==> src/rtl/axil_regs_pkg.sv <==
// Shared constants and types for the AXI4-Lite register slave.
package axil_regs_pkg;

  localparam logic [1:0] REG_CTRL     = 2'd0;
  localparam logic [1:0] REG_IRQ_EN   = 2'd1;
  localparam logic [1:0] REG_STATUS   = 2'd2;
  localparam logic [1:0] REG_IRQ_FLAG = 2'd3;

  localparam logic [1:0] RESP_OKAY = 2'b00;

  typedef enum logic {
    R_IDLE,
    R_DATA
  } rd_state_e;

endpackage

==> src/rtl/axil_slave_regs.sv <==
// AXI4-Lite slave with four word registers: CTRL, IRQ_EN, STATUS (read-only)
// and IRQ_FLAG (write-one-to-clear), plus a registered interrupt output.
module axil_slave_regs
  import axil_regs_pkg::*;
#(
  parameter int AddrW = 4,
  parameter int DataW = 32,
  parameter int StrbW = DataW / 8
) (
  input  logic             clk,
  input  logic             reset,
  // AW channel
  input  logic [AddrW-1:0] axi_awaddr,
  input  logic             axi_awvalid,
  output logic             axi_awreadyo,
  // W channel
  input  logic [DataW-1:0] axi_wdata,
  input  logic [StrbW-1:0] axi_wstrb,
  input  logic             axi_wvalid,
  output logic             axi_wreadyo,
  // B channel
  output logic             axi_bvalido,
  input  logic             axi_bready,
  output logic [1:0]       axi_brespo,
  // AR channel
  input  logic [AddrW-1:0] axi_araddr,
  input  logic             axi_arvalid,
  output logic             axi_arreadyo,
  // R channel
  output logic [DataW-1:0] axi_rdatao,
  output logic [1:0]       axi_rrespo,
  output logic             axi_rvalido,
  input  logic             axi_rready,
  // user side
  output logic [DataW-1:0] ctrlo,
  input  logic [DataW-1:0] stat,
  input  logic [DataW-1:0] irq_set,
  output logic             irqo
);

  function automatic logic [DataW-1:0] strb_mask(input logic [StrbW-1:0] strb);
    logic [DataW-1:0] mask;
    mask = '0;
    for (int i = 0; i < StrbW; i++) begin
      mask[i*8 +: 8] = {8{strb[i]}};
    end
    return mask;
  endfunction

  logic             aw_held_q, aw_held_d;
  logic [1:0]       awidx_q, awidx_d;
  logic             w_held_q, w_held_d;
  logic [DataW-1:0] wdata_q, wdata_d;
  logic [StrbW-1:0] wstrb_q, wstrb_d;
  logic             bvalid_q, bvalid_d;
  logic [DataW-1:0] ctrl_q, ctrl_d;
  logic [DataW-1:0] irq_en_q, irq_en_d;
  logic [DataW-1:0] irq_flag_q, irq_flag_d;
  logic             irq_q, irq_d;
  rd_state_e        rstate_q, rstate_d;
  logic [DataW-1:0] rdata_q, rdata_d;

  logic             aw_hs, w_hs, commit;
  logic [1:0]       wr_idx, rd_idx;
  logic [DataW-1:0] wr_data, wr_mask, flag_clr, rd_val;

  // Only the word index addr[3:2] is decoded; the remaining address bits are don't-care.
  logic unused_addr_bits;
  assign unused_addr_bits = ^{axi_awaddr, axi_araddr};

  assign axi_awreadyo = !aw_held_q && !bvalid_q;
  assign axi_wreadyo  = !w_held_q && !bvalid_q;
  assign aw_hs        = axi_awvalid && axi_awreadyo;
  assign w_hs         = axi_wvalid && axi_wreadyo;

  // A write commits as soon as both halves are available, whether held or arriving now.
  assign commit  = (aw_held_q || aw_hs) && (w_held_q || w_hs);
  assign wr_idx  = aw_held_q ? awidx_q : axi_awaddr[3:2];
  assign wr_data = w_held_q ? wdata_q : axi_wdata;
  assign wr_mask = strb_mask(w_held_q ? wstrb_q : axi_wstrb);

  assign rd_idx = axi_araddr[3:2];

  always_comb begin
    rd_val = '0;
    case (rd_idx)
      REG_CTRL:     rd_val = ctrl_q;
      REG_IRQ_EN:   rd_val = irq_en_q;
      REG_STATUS:   rd_val = stat;
      REG_IRQ_FLAG: rd_val = irq_flag_q;
      default:      rd_val = '0;
    endcase
  end

  always_comb begin
    // NOTE: every _d gets a default first so no path leaves it unassigned (no latch).
    aw_held_d = aw_held_q;
    awidx_d   = awidx_q;
    w_held_d  = w_held_q;
    wdata_d   = wdata_q;
    wstrb_d   = wstrb_q;
    bvalid_d  = bvalid_q;
    ctrl_d    = ctrl_q;
    irq_en_d  = irq_en_q;
    flag_clr  = '0;
    rstate_d  = rstate_q;
    rdata_d   = rdata_q;

    if (aw_hs) begin
      aw_held_d = 1'b1;
      awidx_d   = axi_awaddr[3:2];
    end
    if (w_hs) begin
      w_held_d = 1'b1;
      wdata_d  = axi_wdata;
      wstrb_d  = axi_wstrb;
    end
    if (bvalid_q && axi_bready) begin
      bvalid_d = 1'b0;
    end

    if (commit) begin
      aw_held_d = 1'b0;
      w_held_d  = 1'b0;
      bvalid_d  = 1'b1;
      case (wr_idx)
        REG_CTRL:     ctrl_d   = (ctrl_q & ~wr_mask) | (wr_data & wr_mask);
        REG_IRQ_EN:   irq_en_d = (irq_en_q & ~wr_mask) | (wr_data & wr_mask);
        REG_IRQ_FLAG: flag_clr = wr_data & wr_mask;
        default:      ;
      endcase
    end

    // Set is OR-ed in after the clear so a coincident pulse wins.
    irq_flag_d = (irq_flag_q & ~flag_clr) | irq_set;
    irq_d      = |(irq_flag_q & irq_en_q);

    case (rstate_q)
      R_IDLE: begin
        if (axi_arvalid) begin
          rdata_d  = rd_val;
          rstate_d = R_DATA;
        end
      end
      R_DATA: begin
        if (axi_rready) rstate_d = R_IDLE;
      end
      default: rstate_d = R_IDLE;
    endcase
  end

  // NOTE: sequential state uses non-blocking assignments so all flops update together.
  always_ff @(posedge clk) begin
    if (reset) begin
      aw_held_q  <= 1'b0;
      awidx_q    <= '0;
      w_held_q   <= 1'b0;
      wdata_q    <= '0;
      wstrb_q    <= '0;
      bvalid_q   <= 1'b0;
      ctrl_q     <= '0;
      irq_en_q   <= '0;
      irq_flag_q <= '0;
      irq_q      <= 1'b0;
      rstate_q   <= R_IDLE;
      rdata_q    <= '0;
    end else begin
      aw_held_q  <= aw_held_d;
      awidx_q    <= awidx_d;
      w_held_q   <= w_held_d;
      wdata_q    <= wdata_d;
      wstrb_q    <= wstrb_d;
      bvalid_q   <= bvalid_d;
      ctrl_q     <= ctrl_d;
      irq_en_q   <= irq_en_d;
      irq_flag_q <= irq_flag_d;
      irq_q      <= irq_d;
      rstate_q   <= rstate_d;
      rdata_q    <= rdata_d;
    end
  end

  assign axi_bvalido  = bvalid_q;
  assign axi_brespo   = RESP_OKAY;
  assign axi_arreadyo = (rstate_q == R_IDLE);
  assign axi_rvalido  = (rstate_q == R_DATA);
  assign axi_rdatao   = rdata_q;
  assign axi_rrespo   = RESP_OKAY;
  assign ctrlo        = ctrl_q;
  assign irqo         = irq_q;

endmodule

==> config.mk <==
export PLATFORM = sky130hd
export DESIGN_NAME = axil_slave_regs
export DESIGN_NICKNAME = d
export VERILOG_FILES = /design/src/rtl/axil_regs_pkg.sv /design/src/rtl/axil_slave_regs.sv
export SDC_FILE = /design/constraint.sdc
export NUM_CORES = 1
export LEC_CHECK = 0
export ABC_AREA = 1
export CAP_MARGIN = 20
export CORE_MARGIN = 5
export CORE_UTILIZATION = 25
export CTS_CLUSTER_DIAMETER = 200
export DETAILED_ROUTE_END_ITERATION = 8
export HOLD_SLACK_MARGIN = 0.03
export PLACE_DENSITY = 0.56
export SYNTH_ARGS = -nofsm -noshare
export SYNTH_HDL_FRONTEND = slang
export SYNTH_SLANG_ARGS = --single-unit
export TNS_END_PERCENT = 20
==> constraint.sdc <==
create_clock -name clk -period 1.96 [get_ports clk]
set_clock_uncertainty 0.05 [all_clocks]
set_input_delay 0.49 -clock clk [delete_from_list [all_inputs] [get_ports clk]]
set_output_delay 0.49 -clock clk [all_outputs]
set_load 0.02 [all_outputs]
==> metrics.txt, run 1 <==
latest clock arrival within the worst-skew pair=0.43 ns; Peak Freq=0.5209 GHz; CP Data Arrival Time=about 1.4 ns; fin crit share=0.9796; Cell variety after synth=20; crit start category=register; Slew Viols, Final=0; final critical-path setup slack=0.04007 ns; Core Area=32540 sq um; Final min period=1.920 ns; net switching power figure=2929 uW; # IOs=about 190; iteration count of the initial detailed-routing pass=5; Ys Warns=0; sw frac=0.3133; die extent in x=about 190 um; critical path required time=1.42 ns; status=finished clean; via/cell ratio=approximately 4.4; row cnt=66; Worst path depth=1; synthesis-stage register bit count=171; most frequent cells in the layout=nand2_1, nor2_1, dfxtp_1; final hold violation count=0; Max Cap Viol=0; initial antenna violation count=1; Total GRT Usage=0.1613; TritonCTS buffer count=17; Clock power frac=0.357; initial core utilization=0.2535; reg2reg setup slack=0.21 ns; Final ANT Viol Nets=0; sequential share of the synthesized area=0.4150; critical path capture point type=primary output; worst path cell trace=clkdlybuf4s50_1; share of cells above drive strength 1=0.07400; Place WS=-0.2208 ns; 1st-iter DRT viols=386; final wirelength=29.49 mm; Chip Height=191.6 um; clock root buffer master=clkbuf_16; Final Wtd Congestion=roughly 0.8; number of inserted diodes=0; HP Class=reg2reg; final setup fails=0; largest net degree at the start of global routing=62; Gate power share=0.224; global-route wire length before repair=between 40 and 50 mm; Reg-to-Reg Start=w_held_q; vias in the first global route=about 8.3k; largest fanout on the critical path=2; clk sinks=171; final core utilization=0.3533; Peak VDD IR=0.0005793 V; H-tree Lvls=4; most common cell after layout, fill and taps aside=nand2_1; largest delay contributor family on the critical path=buffers and inverters; fin nets=1603; crit path to=axi_rdatao[27]; IO buf count=180; Worst Hold Depth=2; Crit path buffers/inverters=1; Cell Area, Synth=8248 sq um; placed cell areas=10970 sq um; crit path from=axi_rdatao[27]; pwr/cell area=813.2 nW/um^2; RSZ-0062 raised after global routing=no; post-DP HPWL=22.04 mm; routed via count=about 8.5k; sequential power share=0.419; cell count after synthesis=~1.3k; GR Overflow Total=0; crit path max-delay cell type=clkdlybuf4s50_1; Fill cells=between 3k and 4k; synthesized area per cell=6.335 sq um; CP max stage delay=0.61 ns; worst reg2reg path depth=8; Cell Int Power=6420 uW; Layout area overhead=39.38%; DR WL/cell=15.18 um; TritonCTS clock tree=yes; CTS max path bufs=2; die area=36720 sq um; cell area after layout=11500 sq um; crit path kind=reg2out; # DRC=0; clock-pin slew on the worst setup and hold paths=0.07 ns; Leak=~0.0052 uW
==> through the flow <==
stage                     total power (uW)  instances  hold WS (ns)  setup TNS (ns)
after floorplan                       5125       1305        0.3896               0
after global routing                  9840       1942        0.4477               0
after detailed placement              6165       1911        0.4145          -16.13
final                                 9348       1942        0.4262               0
after CTS                             9465       1942        0.4252               0
after global placement                6140       1911        0.4031          -14.44
==> power by group through the flow <==
| stage | combinational [uW] | clock [uW] | sequential (uW) |
|---|---|---|---|
| after global routing | 2340 | 3540 | 3950 |
| after detailed placement | 2160 | 0 | 4000 |
| after floorplan | 1050 | 0 | 4070 |
| final | 2100 | 3330 | 3920 |
| after global placement | 2150 | 0 | 3990 |
| after CTS | 2130 | 3410 | 3920 |
==> area by class of cell <==
cell class / instances / area [sq um] / share of cell area
Clock buffer: 19 / 442.9 / 0.03853
Clock inverter: 12 / 115.1 / 0.01001
Inverter: 88 / 331.6 / 0.02884
Multi-Input combinational cell: 973 / 4130 / 0.3593
Sequential cell: 171 / 3423 / 0.2978
Tap cell: 442 / 553.0 / 0.04811
Timing Repair Buffer: 237 / 2500 / 0.2175
==> worst min path at each step <==
stage / start / to / slack (ns)
floorplan: awidx_q[1] / awidx_q[1] / 0.39
global placement: awidx_q[0] / awidx_q[0] / 0.40
CTS: awidx_q[0] / awidx_q[0] / 0.43
finish: awidx_q[0] / awidx_q[0] / 0.43
detailed placement: awidx_q[0] / awidx_q[0] / 0.41
global route: irq_flag_q[18] / irq_flag_q[18] / 0.45
==> cell usage after synthesis (all sizes together) <==
cell | n | area, sq um
clkbuf | 28 | 105.1
conb | 1 | 3.750
a21oi | 104 | 520.5
inv | 88 | 330.3
dfxtp | 171 | 3423
nor2 | 263 | 1072
and3 | 24 | 150.1
o21ai | 73 | 365.4
buf | 45 | 275.3
o21a | 1 | 7.510
nand2 | 432 | 1632
nand3b | 1 | 7.510
nand3 | 71 | 355.3
==> timing repair <==
item / 4_1_cts / 5_1_grt
gates resized for setup: 43 / 13
pin swaps: 0 / 0
setup buffers: 0 / 0
setup endpoints to repair: 43 / 12
hold buffers: 0 / 0
==> metal layers <==
layer / GRT usage / wire (um) / vias up
met5: 0 / 20 / -
met3: 0.02835 / 1299 / 34
li1: - / - / 4422
met1: 0.2257 / 14400 / 3847
met2: 0.2566 / 13180 / 182
met4: 0.04420 / 588 / 2
==> cell families after synthesis <==
logic type	after synthesis	synth area share
compound gates	178	0.1083
flops	171	0.4150
buf+inv	161	0.08616
other cells	1	0.0004547
simple gates	791	0.3900
(Power assumes the default switching activity.)
==> inputs of run 2 (changes only) <==
CAP_MARGIN = 0   (was 20)
SKIP_LAST_GASP = 1   (was not set)
==> run 2 against run 1 <==
  * Critical path type unchanged
  * Die area stayed put
  * Critical path depth stayed put
  * Largest cell class unchanged
  * Clock-buffer cell count stayed put
  * Global-route usage hardly changed
  * Flip-flop and latch count stayed put
  * Power is 0.42% higher
  * Sequential power hardly changed
  * Non-clock buffer count stayed put
  * Critical endpoint is now ctrlo[31]
  * Hold slack worse by 0.0026 ns
  * The run now ends with negative setup slack left
==> metrics.txt, run 2 (synthesis results as in run 1) <==
status=complete, but fails checks (was finished clean); failing checks=negative setup slack; clock root buffer master=clkbuf_16 (unchanged); Total GRT Usage=0.1612 (was 0.1613); Reg-to-Reg Start=w_held_q (unchanged); CTS Hold Buffers Added=0 (unchanged); reg2reg setup slack=0.21 ns (about the same); most frequent cells in the layout=nand2_1, nor2_1, dfxtp_1 (unchanged); cell area after layout=11540 sq um (was 11500 sq um); largest net degree at the start of global routing=62 (unchanged); RSZ-0062 raised after global routing=yes (was no); initial core utilization=0.2535 (unchanged); Peak VDD IR=0.0005813 V (was 0.0005793 V); TritonCTS buffer count=17 (unchanged); Place WS=-0.2208 ns (unchanged); global-route wire length before repair=46.22 mm (was 46.24 mm); die extent in x=191.6 um (unchanged); Worst Min Path Start=awidx_q[0] (unchanged); Chip Height=191.6 um (unchanged); DR WL/cell=15.19 um (was 15.18 um); placed cell areas=10970 sq um (unchanged); CP Data Arrival Time=1.45 ns (was 1.38 ns); initial antenna violation count=1 (unchanged); most common cell after layout, fill and taps aside=nand2_1 (unchanged); post-CTS sizing=8 (was 43); Crit path buffers/inverters=1 (unchanged); worst path cell trace=clkdlybuf4s50_1 (unchanged); die area=36720 sq um (unchanged); largest fanout on the critical path=3 (was 2); Final min period=1.989 ns (was 1.920 ns); H-tree Lvls=4 (unchanged); Final Wtd Congestion=0.7971 (unchanged); Min Hold Slack=0.4236 ns (was 0.4262 ns); fin crit share=1.015 (was 0.9796); row cnt=66 (unchanged); HP Class=reg2reg (unchanged); Layout area overhead=39.90% (was 39.38%); share of cells above drive strength 1=0.07333 (was 0.07400); critical path capture point type=primary output (unchanged); crit path max-delay cell type=clkdlybuf4s50_1 (unchanged); WHS Endpoint=awidx_q[0] (unchanged); clock-pin slew on the worst setup and hold paths=0.07 ns (about the same); final wirelength=29.49 mm (about the same); final hold violation count=0 (unchanged); post-DP HPWL=22.04 mm (unchanged); IO buf count=180 (unchanged); Final ANT Viol Nets=0 (unchanged); Core Area=32540 sq um (unchanged); CP max stage delay=0.68 ns (was 0.61 ns); Fill cells=3595 (was 3606); latest clock arrival within the worst-skew pair=0.43 ns (about the same); vias in the first global route=8335 (unchanged); final critical-path setup slack=-0.02859 ns (was 0.04007 ns); number of inserted diodes=0 (unchanged); worst reg2reg path depth=8 (unchanged); crit path kind=reg2out (unchanged); Worst Hold Depth=2 (unchanged); Slew Viols, Final=0 (unchanged); Max Cap Viol=0 (unchanged); pwr/cell area=813.5 nW/um^2 (was 813.2 nW/um^2); crit start category=register (unchanged); routed via count=8537 (was 8487); 1st-iter DRT viols=378 (was 386); critical path required time=1.42 ns (about the same); Leak=0.005076 uW (was 0.005247 uW); via/cell ratio=4.396 (was 4.370); fin nets=1603 (unchanged); # DRC=0 (unchanged); clk sinks=171 (unchanged); GR Overflow Total=0 (unchanged); TritonCTS clock tree=yes (unchanged); Pwr Total=9387 uW (was 9348 uW); final setup fails=15 (was 0); CTS max path bufs=2 (unchanged); iteration count of the initial detailed-routing pass=5 (unchanged); Post-CTS Setup Bufs=0 (unchanged); final core utilization=0.3546 (was 0.3533); # IOs=189 (unchanged); Peak Freq=0.5029 GHz (was 0.5209 GHz); largest delay contributor family on the critical path=buffers and inverters (unchanged)
## run 2: final cells by class
| type | count | area [sq um] | share of cell area |
|---|---|---|---|
| multi-input combinational | 973 | 4130 | 0.3579 |
| clock inverter | 12 | 115.1 | 0.009976 |
| timing repair buffer | 237 | 2542 | 0.2203 |
| tap | 442 | 553.0 | 0.04793 |
| sequential | 171 | 3423 | 0.2967 |
| inverter | 88 | 331.6 | 0.02874 |
| clock buffer | 19 | 442.9 | 0.03839 |
## run 2: how the worst max path moves through the flow
stage	startpoint	end	slack, ns	depth (start not counted)
6_report	register	ctrlo[31]	-0.03	1
5_1_grt	register	ctrlo[4]	-0.07	1
4_1_cts	register	ctrlo[2]	-0.06	1
3_5_place_dp	axi_awvalid	register	-0.22	9
3_3_place_gp	axi_wvalid	register	-0.20	9
2_1_floorplan	axi_wvalid	register	0.46	8
## run 2: per-layer routing
layer  part of all wire  global-route usage  vias to the layer above  wire length, um
li1                   -                   -                     4427                -
met1               0.49              0.2257                     3877            14400
met2               0.45              0.2566                      194            13160
met3              0.044             0.02817                       37             1302
met4              0.021             0.04420                        2              613
met5            0.00068                   0                        -               20
## run 2: through the flow
stage          setup TNS (ns)  std cells
6_report              -0.2088       1942
5_1_grt                -1.350       1942
4_1_cts                -1.205       1942
3_5_place_dp           -16.13       1911
3_3_place_gp           -14.44       1911
2_1_floorplan               0       1305
## run 2: power by group
part / internal, uW / switching, uW
combinational: 908 / 1220
sequential: 3740 / 175
clock: 1800 / 1540
